==> src/rtl/btn_pkg.sv <==
// ---------------------------------------------------------------------------
// btn_pkg
//   Shared definitions for the button conditioner: per-channel FSM state
//   encoding, default timing constants for a 125 MHz system clock, and a
//   helper that yields the debounce counter's terminal value.
// ---------------------------------------------------------------------------
package btn_pkg;

    // Per-channel debounce FSM. The encoding is fixed because the AXI status
    // registers expose the raw state for diagnostics.
    typedef enum logic [1:0] {
        ST_IDLE         = 2'd0,
        ST_PRESS_WAIT   = 2'd1,
        ST_PRESSED      = 2'd2,
        ST_RELEASE_WAIT = 2'd3
    } btn_state_e;

    localparam int unsigned CLK_HZ              = 125_000_000;
    localparam int unsigned DEF_DEBOUNCE_CYC    = 1_250_000;    // 10 ms
    localparam int unsigned DEF_LONG_CYC        = 125_000_000;  // 1 s
    localparam int unsigned DEF_SYNC_STAGES     = 2;

    // A wait state is entered with dcnt already at 1, so the change is
    // accepted when dcnt reaches DEBOUNCE_CYC-1. For DEBOUNCE_CYC=1 that
    // value would be 0 and never match; clamp it to 1 so the change is
    // accepted one cycle after entering the wait state.
    function automatic int unsigned dcnt_accept_value(input int unsigned debounce_cyc);
        return (debounce_cyc > 1) ? (debounce_cyc - 1) : 1;
    endfunction

endpackage

==> src/rtl/button_debounce_ch.sv <==
// ---------------------------------------------------------------------------
// button_debounce_ch
//   One button channel: multi-flop synchroniser, stable-time debounce FSM,
//   and hold-time counter for long-press detection. All outputs registered.
//
// Ports
//   clk        in   system clock
//   rst        in   asynchronous, active-high reset
//   pad_i      in   raw pad, already polarity-corrected (1 = pressed)
//   level_o    out  debounced level, 1 = pressed
//   press_o    out  1-cycle pulse when a press is accepted
//   release_o  out  1-cycle pulse when a release is accepted
//   long_o     out  1-cycle pulse once per press held LONG_CYC cycles
// ---------------------------------------------------------------------------
module button_debounce_ch
    import btn_pkg::*;
#(
    parameter int unsigned DEBOUNCE_CYC = DEF_DEBOUNCE_CYC,
    parameter int unsigned LONG_CYC     = DEF_LONG_CYC,
    parameter int unsigned SYNC_STAGES  = DEF_SYNC_STAGES
) (
    input  logic clk,
    input  logic rst,
    input  logic pad_i,
    output logic level_o,
    output logic press_o,
    output logic release_o,
    output logic long_o
);

    localparam int unsigned DW = $clog2(DEBOUNCE_CYC + 1);
    localparam int unsigned LW = $clog2(LONG_CYC + 1);

    localparam logic [DW-1:0] D_ONE  = DW'(1);
    localparam logic [DW-1:0] D_LAST = DW'(dcnt_accept_value(DEBOUNCE_CYC));
    localparam logic [LW-1:0] L_ONE  = LW'(1);
    localparam logic [LW-1:0] L_LAST = LW'(LONG_CYC - 1);
    localparam logic [LW-1:0] L_MAX  = LW'(LONG_CYC);

    // ------------------------------------------------------------------
    // Synchroniser
    // ------------------------------------------------------------------
    logic [SYNC_STAGES-1:0] sync_q;
    logic                   s;

    always_ff @(posedge clk or posedge rst) begin
        if (rst) begin
            sync_q <= '0;
        end else begin
            sync_q <= {sync_q[SYNC_STAGES-2:0], pad_i};
        end
    end

    assign s = sync_q[SYNC_STAGES-1];

    // ------------------------------------------------------------------
    // Debounce FSM and counters
    // ------------------------------------------------------------------
    btn_state_e    state_q, state_d;
    logic [DW-1:0] dcnt_q,  dcnt_d;
    logic [LW-1:0] lcnt_q,  lcnt_d;
    logic          level_q, level_d;
    logic          press_q, press_d;
    logic          rel_q,   rel_d;
    logic          long_q,  long_d;

    always_ff @(posedge clk or posedge rst) begin
        if (rst) begin
            state_q <= ST_IDLE;
            dcnt_q  <= '0;
            lcnt_q  <= '0;
            level_q <= 1'b0;
            press_q <= 1'b0;
            rel_q   <= 1'b0;
            long_q  <= 1'b0;
        end else begin
            state_q <= state_d;
            dcnt_q  <= dcnt_d;
            lcnt_q  <= lcnt_d;
            level_q <= level_d;
            press_q <= press_d;
            rel_q   <= rel_d;
            long_q  <= long_d;
        end
    end

    always_comb begin
        state_d = state_q;
        dcnt_d  = dcnt_q;
        lcnt_d  = lcnt_q;
        level_d = level_q;
        press_d = 1'b0;
        rel_d   = 1'b0;
        long_d  = 1'b0;

        case (state_q)
            ST_IDLE: begin
                if (s) begin
                    state_d = ST_PRESS_WAIT;
                    dcnt_d  = D_ONE;
                end
            end

            ST_PRESS_WAIT: begin
                if (!s) begin
                    // Glitch shorter than the debounce window: drop it.
                    state_d = ST_IDLE;
                    dcnt_d  = '0;
                end else if (dcnt_q == D_LAST) begin
                    state_d = ST_PRESSED;
                    dcnt_d  = '0;
                    lcnt_d  = '0;
                    level_d = 1'b1;
                    press_d = 1'b1;
                end else begin
                    dcnt_d = dcnt_q + D_ONE;
                end
            end

            ST_PRESSED: begin
                if (!s) begin
                    state_d = ST_RELEASE_WAIT;
                    dcnt_d  = D_ONE;
                end else if (lcnt_q != L_MAX) begin
                    // Saturating hold counter; the pulse fires only on the
                    // step into saturation, so at most once per press.
                    lcnt_d = lcnt_q + L_ONE;
                    long_d = (lcnt_q == L_LAST);
                end
            end

            ST_RELEASE_WAIT: begin
                if (s) begin
                    // Bounce while held: back to PRESSED, hold time frozen.
                    state_d = ST_PRESSED;
                    dcnt_d  = '0;
                end else if (dcnt_q == D_LAST) begin
                    state_d = ST_IDLE;
                    dcnt_d  = '0;
                    level_d = 1'b0;
                    rel_d   = 1'b1;
                end else begin
                    dcnt_d = dcnt_q + D_ONE;
                end
            end

            default: begin
                state_d = ST_IDLE;
                dcnt_d  = '0;
            end
        endcase
    end

    assign level_o   = level_q;
    assign press_o   = press_q;
    assign release_o = rel_q;
    assign long_o    = long_q;

endmodule

==> src/rtl/button_debounce_multi.sv <==
// ---------------------------------------------------------------------------
// button_debounce_multi
//   N-channel button conditioner. Each pad is polarity-corrected, then
//   synchronised and debounced independently; every channel produces a
//   debounced level and 1-cycle press / release / long-press pulses.
//
// Ports
//   clk          in   1      system clock
//   rst          in   1      asynchronous, active-high reset
//   btn_in       in   N_CH   raw asynchronous button pads
//   btn_level    out  N_CH   debounced state, 1 = pressed
//   btn_press    out  N_CH   1-cycle pulse on accepted press
//   btn_release  out  N_CH   1-cycle pulse on accepted release
//   btn_long     out  N_CH   1-cycle pulse once per press held LONG_CYC
// ---------------------------------------------------------------------------
module button_debounce_multi
    import btn_pkg::*;
#(
    parameter int unsigned N_CH         = 4,
    parameter int unsigned DEBOUNCE_CYC = DEF_DEBOUNCE_CYC,
    parameter int unsigned LONG_CYC     = DEF_LONG_CYC,
    parameter int unsigned SYNC_STAGES  = DEF_SYNC_STAGES,
    parameter bit          ACTIVE_LOW   = 1'b0
) (
    input  logic            clk,
    input  logic            rst,
    input  logic [N_CH-1:0] btn_in,
    output logic [N_CH-1:0] btn_level,
    output logic [N_CH-1:0] btn_press,
    output logic [N_CH-1:0] btn_release,
    output logic [N_CH-1:0] btn_long
);

    // Inversion sits in front of the first synchroniser flop so the
    // synchroniser's reset value of 0 always means "released".
    logic [N_CH-1:0] pad_pressed;

    always_comb begin
        pad_pressed = ACTIVE_LOW ? ~btn_in : btn_in;
    end

    for (genvar ch = 0; ch < N_CH; ch++) begin : g_ch
        button_debounce_ch #(
            .DEBOUNCE_CYC (DEBOUNCE_CYC),
            .LONG_CYC     (LONG_CYC),
            .SYNC_STAGES  (SYNC_STAGES)
        ) u_ch (
            .clk       (clk),
            .rst       (rst),
            .pad_i     (pad_pressed[ch]),
            .level_o   (btn_level[ch]),
            .press_o   (btn_press[ch]),
            .release_o (btn_release[ch]),
            .long_o    (btn_long[ch])
        );
    end

endmodule

==> config.mk <==
export PLATFORM = sky130hd
export DESIGN_NAME = button_debounce_multi
export DESIGN_NICKNAME = d
export VERILOG_FILES = /design/src/rtl/btn_pkg.sv /design/src/rtl/button_debounce_ch.sv /design/src/rtl/button_debounce_multi.sv
export SDC_FILE = /design/constraint.sdc
export NUM_CORES = 1
export LEC_CHECK = 0
export BUFFER_PORTS_ARGS = -buffer_cell sky130_fd_sc_hd__buf_2
export CORE_UTILIZATION = 55
export CTS_CLUSTER_DIAMETER = 30
export CTS_CLUSTER_SIZE = 20
export DETAILED_ROUTE_END_ITERATION = 8
export HOLD_SLACK_MARGIN = 0.1
export PLACE_DENSITY = 0.67
export SYNTH_ARGS = -nofsm -noshare
export SYNTH_HDL_FRONTEND = slang
export SYNTH_SLANG_ARGS = --single-unit
==> constraint.sdc <==
create_clock -name clk -period 11.3 [get_ports clk]
set_input_delay 0 -clock clk [delete_from_list [all_inputs] [get_ports clk]]
set_output_delay 0 -clock clk [all_outputs]
set_load 0.02 [all_outputs]
; ---- After elaboration in Yosys (flattened, before gate mapping)
; Cells that the tools add are included.
[word_totals]
register_bits = 224
inputBits = 6
[classes]
n_addsub = 8
eq_ne = 64
n_mux = 124
n_reduce_logical = 28
[op_table]
columns = cell, n
row1 = 27-bit 2-to-1 mux, 16
row2 = 21-bit 2-to-1 mux, 20
row3 = 21-bit one-hot mux with 4 select lines, 4
row4 = 27-bit one-hot mux with 2 select lines, 4
row5 = "27-bit by 1-bit adder with 27-bit output, second input constant", 4
row6 = "27-bit equality test, second input constant", 4
row7 = "27-bit != test, second input constant", 4
row8 = "21-bit by 1-bit adder with 21-bit output, second input constant", 4
row9 = "21-bit equality test, second input constant", 4
row10 = 1-bit 2-to-1 mux, 48
row11 = 2-bit 2-to-1 mux, 24
row12 = "2-bit by 1-bit != test with 1-bit output, second input constant", 24
row13 = 5-bit AND reduction, 8
row14 = 2-bit one-hot mux with 4 select lines, 4
row15 = "2-bit equality test, second input constant", 8
row16 = "2-bit != test, second input constant", 8
row17 = 4-bit AND reduction, 4
row18 = 2-bit nonzero test, 8
row19 = "3-bit by 1-bit != test with 1-bit output, second input constant", 4
row20 = "3-bit != test, second input constant", 4
row21 = "2-bit by 1-bit equality test with 1-bit output, second input constant", 4
row22 = 2-bit zero test, 4
row23 = 1-bit one-hot mux with 2 select lines, 4
row24 = 2-bit AND reduction, 4

; ---- Longest topological paths before layout
; Gate-level depths: netlist (run 1).
[depth]
word_depth = 4
depth_mapped = 10
depth_no_buf = 8

; ---- By module
; From an unflattened synthesis (run 1), not the netlist that was laid out.
[unflattened]
hier_cells = 1315
area_unflattened_um2 = 12450.7
[modules_own_cells]
columns = module, n_inst, cells_per_inst, area_per_inst_um2, seq_area_each_um2
row1 = button_debounce_ch at g_ch[0].u_ch ..., 3, 330, 3118.0, 1401.3
row2 = button_debounce_ch at g_ch[3].u_ch, 1, 325, 3096.7, 1401.3

; ---- Worst setup path before layout (run 1)
; No wires, ideal clock.
[synth_path]
path_kind = reg2reg
startpoint = register g_ch[2].u_ch.dcnt_q[8]
endpoint = register g_ch[2].u_ch.lcnt_q[25]
setup_time_ns = 0.125
arrival_ns = 2.224
required_time_ns = 11.175
setup_slack_ns = 8.951
stages_incl_launch_ff = 8
n_path_buf = 1
path_cell_list = dfrtp_1 > nor4b_1 > nand4_1 > or3_1 > buf_2 > a21oi_1 > nor2b_1 > mux2_2
[synth_between]
elab_chain_len = 3
[synth_lines]
columns = element, line_no
row1 = start: declaration, button_debounce_ch.sv:60  ; logic [DW-1:0] dcnt_q, dcnt_d;
row2 = start signal: assignment, button_debounce_ch.sv:78  ; dcnt_q <= dcnt_d;
row3 = 21-bit equality test, button_debounce_ch.sv:109  ; end else if (dcnt_q == D_LAST) begin
row4 = 2-bit by 1-bit != test with 1-bit output (no line), -
row5 = 5-bit AND reduction (no line), -
row6 = end signal: assignment, button_debounce_ch.sv:79  ; lcnt_q <= lcnt_d;
row7 = end: declaration, button_debounce_ch.sv:61  ; logic [LW-1:0] lcnt_q, lcnt_d;
; Every way passes these cells.
; A chain may end at the register's enable or synchronous reset.

; ---- Worst setup path in the final report (run 1)
[layout_path]
startpoint = register g_ch[2].u_ch.dcnt_q[13]
endpoint = register g_ch[2].u_ch.lcnt_q[25]
; Same word-level chain as after synthesis.

==> metrics.yaml, run 1 <==
status: "complete, no violations"
fin_setup_tns_ps: 0
cts-root-buf: "clkbuf_16"
start_util: 0.568
die-area_sq_um: 22600
dp_hpwl_um: 15900
netlist.area_leader.share: 0.464
cts_inserted_buffers: 48
comb_power_share: 0.076
synth_most_common_cell: "dfrtp_1"
seqPwrFrac: 0.354
dpl-instance-area_sq_um: 12300
die_x_um: 150
ys_seq_area_frac: 0.464
critPathRequiredTime_ps: 11700
grt_pass1_wl_um: 43900
syn_area_per_cell_sq_um: 9.02
hp-class: "in -> reg"
synth_top_flop_cell: "dfrtp_1"
power_mw: 2.45
core_area_sq_um: 21300
setup_ws_ps: 8300
path_cells: "nor4b_1 -> nand4_1 -> or3_1 -> a21oi_1 -> nor2b_1 -> mux2_2"
crit_path_end_kind: "flop"
power_density_nw_per_um2: 176
num_antenna_cells: 0
cap_violations: 0
synth_nets: 1359
clk_pin_slew_ps: 40
syn_area_sq_um: 12100
wire_per_inst_um: 15.3
final_nets: 1365
cts_tree: "done"
synthTopCellsByArea: "dfrtp_1 (46%), o21ai_0 (5.6%), nor2_1 (4.8%)"
ioPinCount: 22
fillCellCount: 1728
antenna_found_initial: 0
vdd_ir_drop_max_mv: 0.173
ys_warn_count: 0
syn_inst: 1341
slowest_delay_ps: 750
gp_congestion: 0.855
crit_fanout: 23
track_usage: 0.234
clock_sinks: 224
grt_max_degree: 94
wl_um: 25400
swShare: 0.245
postCtsResizedCells: 0
cts_max_level: 2
clk_path_buf_depth: 3
p_int_mw: 1.85
hold_viol_final: 0
area_growth_pct: 15.5
synth_edf_count: 0
drive_gt1_frac: 0.102
vias: 9851
grt.overflow.total: 0
p_leak_nw: 5.83
net-switching-power_mw: 0.601
die_y_um: 150
period_share: 0.266
final_area_sq_um: 14000
grt_pass1_vias: 9265
setup_viol: 0
worstMarginPinSlew_ps: 1240
synth_seq_cells: 224
min_period_ps: 3000
criticalPathCategory: "reg -> reg"
critPathSlowestCell: "or3_1"
slew_viol_final: 0
synth_top_cells_by_count: "dfrtp_1 (224), nor2_1 (154), o21ai_0 (136), nand2_1 (116), nand3_1 (81)"
dr.pass1.iters: 4
skew_ps: 11.5
postCtsSetupBuffers: 0
fmaxAchievable_mhz: 333
synthArstFlopShare: 1.00
clk_latency_ps: 520
drt.antenna.violating_nets: 0
slew_headroom: 0.171
ys_types: 68
first_iter_violations: 480
cts_hold_buf: 6
vias_per_cell: 5.94
pre_cts_slack_ps: 8280
synth_top_area_cell: "dfrtp_1"
rsz0062_at_grt: "no"
io_buffers: 21
start_kind: "flop"
cp_data_arrival_time_ps: 3410
pwr-share-clk: 0.571
row_count: 53
drc: 0
## kinds of logic after synthesis
group                      share of synthesized area
xor gates and xnor gates                      0.0710
and+or+nand+nor                                0.260
AOI/OAI and AO/OA                              0.148
buffers and inverters                         0.0392
adders and majority gates                     0.0124
DFF                                            0.464
muxes                                        0.00548
## final timing paths
| check | start | endpoint | slack, ps | cells past startpoint |
|---|---|---|---|---|
| worst max-delay path | g_ch[2].u_ch.dcnt_q[13] | g_ch[2].u_ch.lcnt_q[25] | 8300 | 6 |
| worst min-delay path | btn_in[2] | g_ch[2].u_ch.sync_q[0] | 120 | 2 |
| worst max register to register | g_ch[2].u_ch.dcnt_q[13] | g_ch[2].u_ch.lcnt_q[25] | 8300 | 6 |
| worst min register to register | g_ch[3].u_ch.sync_q[0] | g_ch[3].u_ch.sync_q[1] | 350 | 0 |
| max in group asynchronous | rst | g_ch[0].u_ch.lcnt_q[13] | 9780 | 4 |
| min in group asynchronous | rst | g_ch[1].u_ch.dcnt_q[6] | 140 | 3 |
## worst max-delay path: cells and delay by family (launching register included)
| kind | cells | cell delay, ps |
|---|---|---|
| multiplexers | 1 | 340 |
| flip-flops | 1 | 420 |
| AND/OR/NAND/NOR | 4 | 1640 |
| AO/OA/AOI/OAI | 1 | 480 |
## state kept, by name, summed over array words and instances, names as in the netlist, named ones only
signal and flops:
g_ch.u_ch.release_o 4, g_ch.u_ch.press_o 4, g_ch.u_ch.state_q 4, g_ch.u_ch.dcnt_q 84, g_ch.u_ch.sync_q 8, g_ch.u_ch.level_o 4, g_ch.u_ch.lcnt_q 108, g_ch.u_ch.long_o 4
## cell usage in the layout (no fill, tap or decap), types with 7 or more instances in the layout
master and n:
dfrtp_1 224, nor2_1 154, o21ai_0 136, nand2_1 116, nand3_1 81, xor2_1 58
a21oi_1 56, nand4_1 52, clkbuf_16 49, xnor2_1 40, and3_1 28, o31ai_1 24
inv_1 22, buf_2 21, nor4_1 18, a31oi_1 17, nor4b_1 15, nor3_1 15
nor2b_1 14, and4_1 13, o211ai_1 13, and2_1 12, or3_1 12, ha_1 12
clkinvlp_4 11, buf_4 11, nor3b_1 10, a211oi_1 10, o2111ai_1 9, clkinv_2 8
nand2b_1 7, or4_1 7
## metrics by stage
step	utilization	hold WS (ps)	instances
after floorplan	-	31.4	1341
after global placement	0.576	109	1566
after detailed placement	0.576	109	1566
after CTS	0.656	101	1659
after global routing	0.656	113	1659
final	0.656	122	1659
## routing by layer
layer,track usage,vias to the layer above,wire length (um),share of wire
met3,0.0367,38,988,0.039
met4,0.0727,0,376,0.015
met5,0,-,0,0
met1,0.332,4774,12400,0.49
li1,-,4864,-,-
met2,0.366,175,11600,0.46
## final cells by class
type / count / area, sq um / share of cell area
Multi-Input combinational cell: 1012 / 6020 / 0.431
Sequential cell: 224 / 5610 / 0.401
Clock buffer: 57 / 1310 / 0.0935
Clock inverter: 30 / 347 / 0.0248
Tap cell: 275 / 344 / 0.0246
Timing Repair Buffer: 38 / 248 / 0.0177
Inverter: 23 / 93.8 / 0.00672
## power groups by stage
stage	clock, mW	sequential, mW	combinational (mW)
CTS	1.43	0.867	0.187
floorplan	0	0.858	0.161
global route	1.47	0.872	0.214
finish	1.40	0.867	0.185
global placement	0	0.879	0.182
detailed placement	0	0.879	0.185
(Power assumes the default switching activity.)
==> run 2: changes to the inputs <==
--- a/config.mk
+++ b/config.mk
@@ -5,6 +5,7 @@
 export SDC_FILE = /design/constraint.sdc
 export NUM_CORES = 1
 export LEC_CHECK = 0
+export ABC_AREA = 1
 export BUFFER_PORTS_ARGS = -buffer_cell sky130_fd_sc_hd__buf_2
 export CORE_UTILIZATION = 55
 export CTS_CLUSTER_DIAMETER = 30
==> constraint.sdc (replaced) <==
create_clock -name clk -period 3 [get_ports clk]
set_input_delay 0 -clock clk [delete_from_list [all_inputs] [get_ports clk]]
set_output_delay 0 -clock clk [all_outputs]
set_load 0.02 [all_outputs]
==> run 2 against run 1 <==
  * The flow now finishes with violations (design-rule violations)
  * Synthesized cell count is 66% higher
  * Via count is 41% higher
  * Die area is 22% higher
  * Combinational power grew to 8.5 times the previous value
  * Design area is 21% higher
  * Sequential share of layout area is 7.1 points lower
  * Non-clock buffer count is 9 higher
  * Clock skew is 13 ps higher
  * Synthesized area is 23% higher
  * Register-to-register slack worse by 7600 ps
  * Total power grew to 4.4 times the previous value
  * Routed wire length is 39% higher
  * Critical endpoint is now g_ch[0].u_ch.lcnt_q[18]
==> metrics.yaml, run 2 <==
grt_pass1_vias: 13200
crit_family: "simple AND/OR/NAND/NOR gates"
track_usage: 0.262
vias: 13900
hold_ws_ps: 133
final_common_cell: "nand2_1"
slowest_delay_ps: 500
worstMarginPinSlew_ps: 634
syn_area_per_cell_sq_um: 6.66
vdd_ir_drop_max_mv: 0.642
start_kind: "flop"
die_y_um: 166
dp.cells: 2535
drc: 2
drt.antenna.violating_nets: 0
grt_pass1_wl_um: 61300
top_register: "g_ch.u_ch.lcnt_q"
cts_tree: "done"
cap_violations: 0
synth_top_cells_by_count: "nand2_1 (780), nor2_1 (393), nand3_1 (239), dfrtp_1 (224), inv_1 (198)"
gp_congestion: 0.930
synth_top_flop_cell: "dfrtp_1"
dp_hpwl_um: 24400
final_util: 0.648
area_growth_pct: 14.6
status: "finished with violations"
clock_sinks: 224
fin_setup_tns_ps: 0
cts-root-buf: "clkbuf_16"
ys_seq_area_frac: 0.378
synthTopCellsByArea: "dfrtp_1 (38%), nand2_1 (20%), nor2_1 (10%)"
synth_seq_cells: 224
start_util: 0.565
critPathRequiredTime_ps: 3480
grt.overflow.total: 0
setup_viol: 0
ioPinCount: 22
power_density_nw_per_um2: 642
ys_types: 40
criticalPathCategory: "reg -> reg"
hp-class: "in -> reg"
core_area_sq_um: 26200
final_area_sq_um: 17000
layout.cells.non_filler: 2640
critPathBufInv: 0
crit_fanout: 30
die-area_sq_um: 27600
p_leak_nw: 7.57
min_period_ps: 2320
drive_gt1_frac: 0.0842
critPathSlowestCell: "nand4_4"
clk_pin_slew_ps: 40
slew_viol_final: 0
synth_edf_count: 0
dr.pass1.iters: 9
final_cell_mix: "nand2_1 (780), nor2_1 (393), nand3_1 (239)"
vias_per_cell: 5.25
cts_inserted_buffers: 53
die_x_um: 166
rsz0062_at_grt: "no"
path_cells: "ha_1 -> nand3_2 -> nor2_2 -> nand4_4 -> nand2_4 -> nand2_1 -> nand2_1"
antenna_found_initial: 0
synth_most_common_cell: "nand2_1"
io_buffers: 21
wire_per_inst_um: 13.4
cp_data_arrival_time_ps: 2810
synth_top_area_cell: "dfrtp_1"
postCtsResizedCells: 0
final_nets: 2282
skew_ps: 24.6
slew_headroom: 0.576
wl_um: 35400
synth_nets: 2244
syn_area_sq_um: 14800
row_count: 59
violations: "design-rule violations"
hold_viol_final: 0
dpl-instance-area_sq_um: 15000
clk_path_buf_depth: 3
grt_max_degree: 59
largest_reg_flops: 108
syn_inst: 2226
num_antenna_cells: 0
netlist.area_leader.share: 0.378
first_iter_violations: 1059
synthArstFlopShare: 1.00
top_regs: "g_ch.u_ch.lcnt_q (108), g_ch.u_ch.dcnt_q (84), g_ch.u_ch.sync_q (8)"
crit_path_end_kind: "flop"
cts_max_level: 2
cpMostUsedCell: "nand2_1"
fmaxAchievable_mhz: 430
clk_latency_ps: 550
ys_warn_count: 0
period_share: 0.775
run 2: repair_timing:
action	CTS	global route
endpoints found under the hold margin	204	0
hold buffers	9	0
buffers inserted	0	0
run 2: metrics by stage:
step | setup WS (ps) | power [mW]
2_1_floorplan | 76.0 | 4.63
3_3_place_gp | 769 | 4.95
3_5_place_dp | 645 | 4.97
4_1_cts | 634 | 11.0
5_1_grt | 440 | 11.4
6_report | 676 | 10.9
run 2: kinds of logic (layout without fill, tap and decap cells):
family | after synthesis | after routing | share of synthesized area
AND/OR/NAND/NOR | 1562 | 1562 | 0.450
buffers and inverters | 275 | 354 | 0.0865
flip-flops | 224 | 224 | 0.378
XOR/XNOR | 77 | 77 | 0.0455
AO/OA/AOI/OAI | 75 | 75 | 0.0287
adder cells (fa/ha/maj) | 12 | 12 | 0.0101
multiplexers | 1 | 1 | 0.000676
run 2: worst paths after layout:
check	startpoint	slack [ps]	cells past startpoint	end
max	g_ch[0].u_ch.dcnt_q[0]	680	7	g_ch[0].u_ch.lcnt_q[18]
max in group asynchronous	rst	1540	5	g_ch[2].u_ch.lcnt_q[19]
min	btn_in[2]	130	2	g_ch[2].u_ch.sync_q[0]
max reg2reg	g_ch[0].u_ch.dcnt_q[0]	680	7	g_ch[0].u_ch.lcnt_q[18]
min in group asynchronous	rst	680	4	g_ch[2].u_ch.dcnt_q[8]
min reg2reg	g_ch[0].u_ch.sync_q[0]	350	0	g_ch[0].u_ch.sync_q[1]
run 2: area by class of cell:
| cell class | instances | area, sq um |
|---|---|---|
| clock buffers | 76 | 1570 |
| clock inverters | 20 | 309 |
| fillers | 2370 | 9240 |
| inverters | 211 | 796 |
| multi-input cells | 1727 | 7930 |
| flip-flops and latches | 224 | 5610 |
| well taps | 335 | 419 |
| repair buffers | 47 | 348 |
run 2: power breakdown:
part           total, mW  internal (mW)  switching [mW]  leakage (nW)
sequential          3.38           3.18           0.199          3.09
combinational       1.57          0.361            1.21          3.56
clock               5.95           4.25            1.70         0.922
total               10.9           7.79            3.11          7.57
run 2: metal layers:
metal / share of wire / track usage / vias up
li1: - / - / 7106
met5: 0 / 0 / -
met1: 0.49 / 0.360 / 6398
met2: 0.45 / 0.432 / 301
met4: 0.019 / 0.0792 / 0
met3: 0.042 / 0.0348 / 61
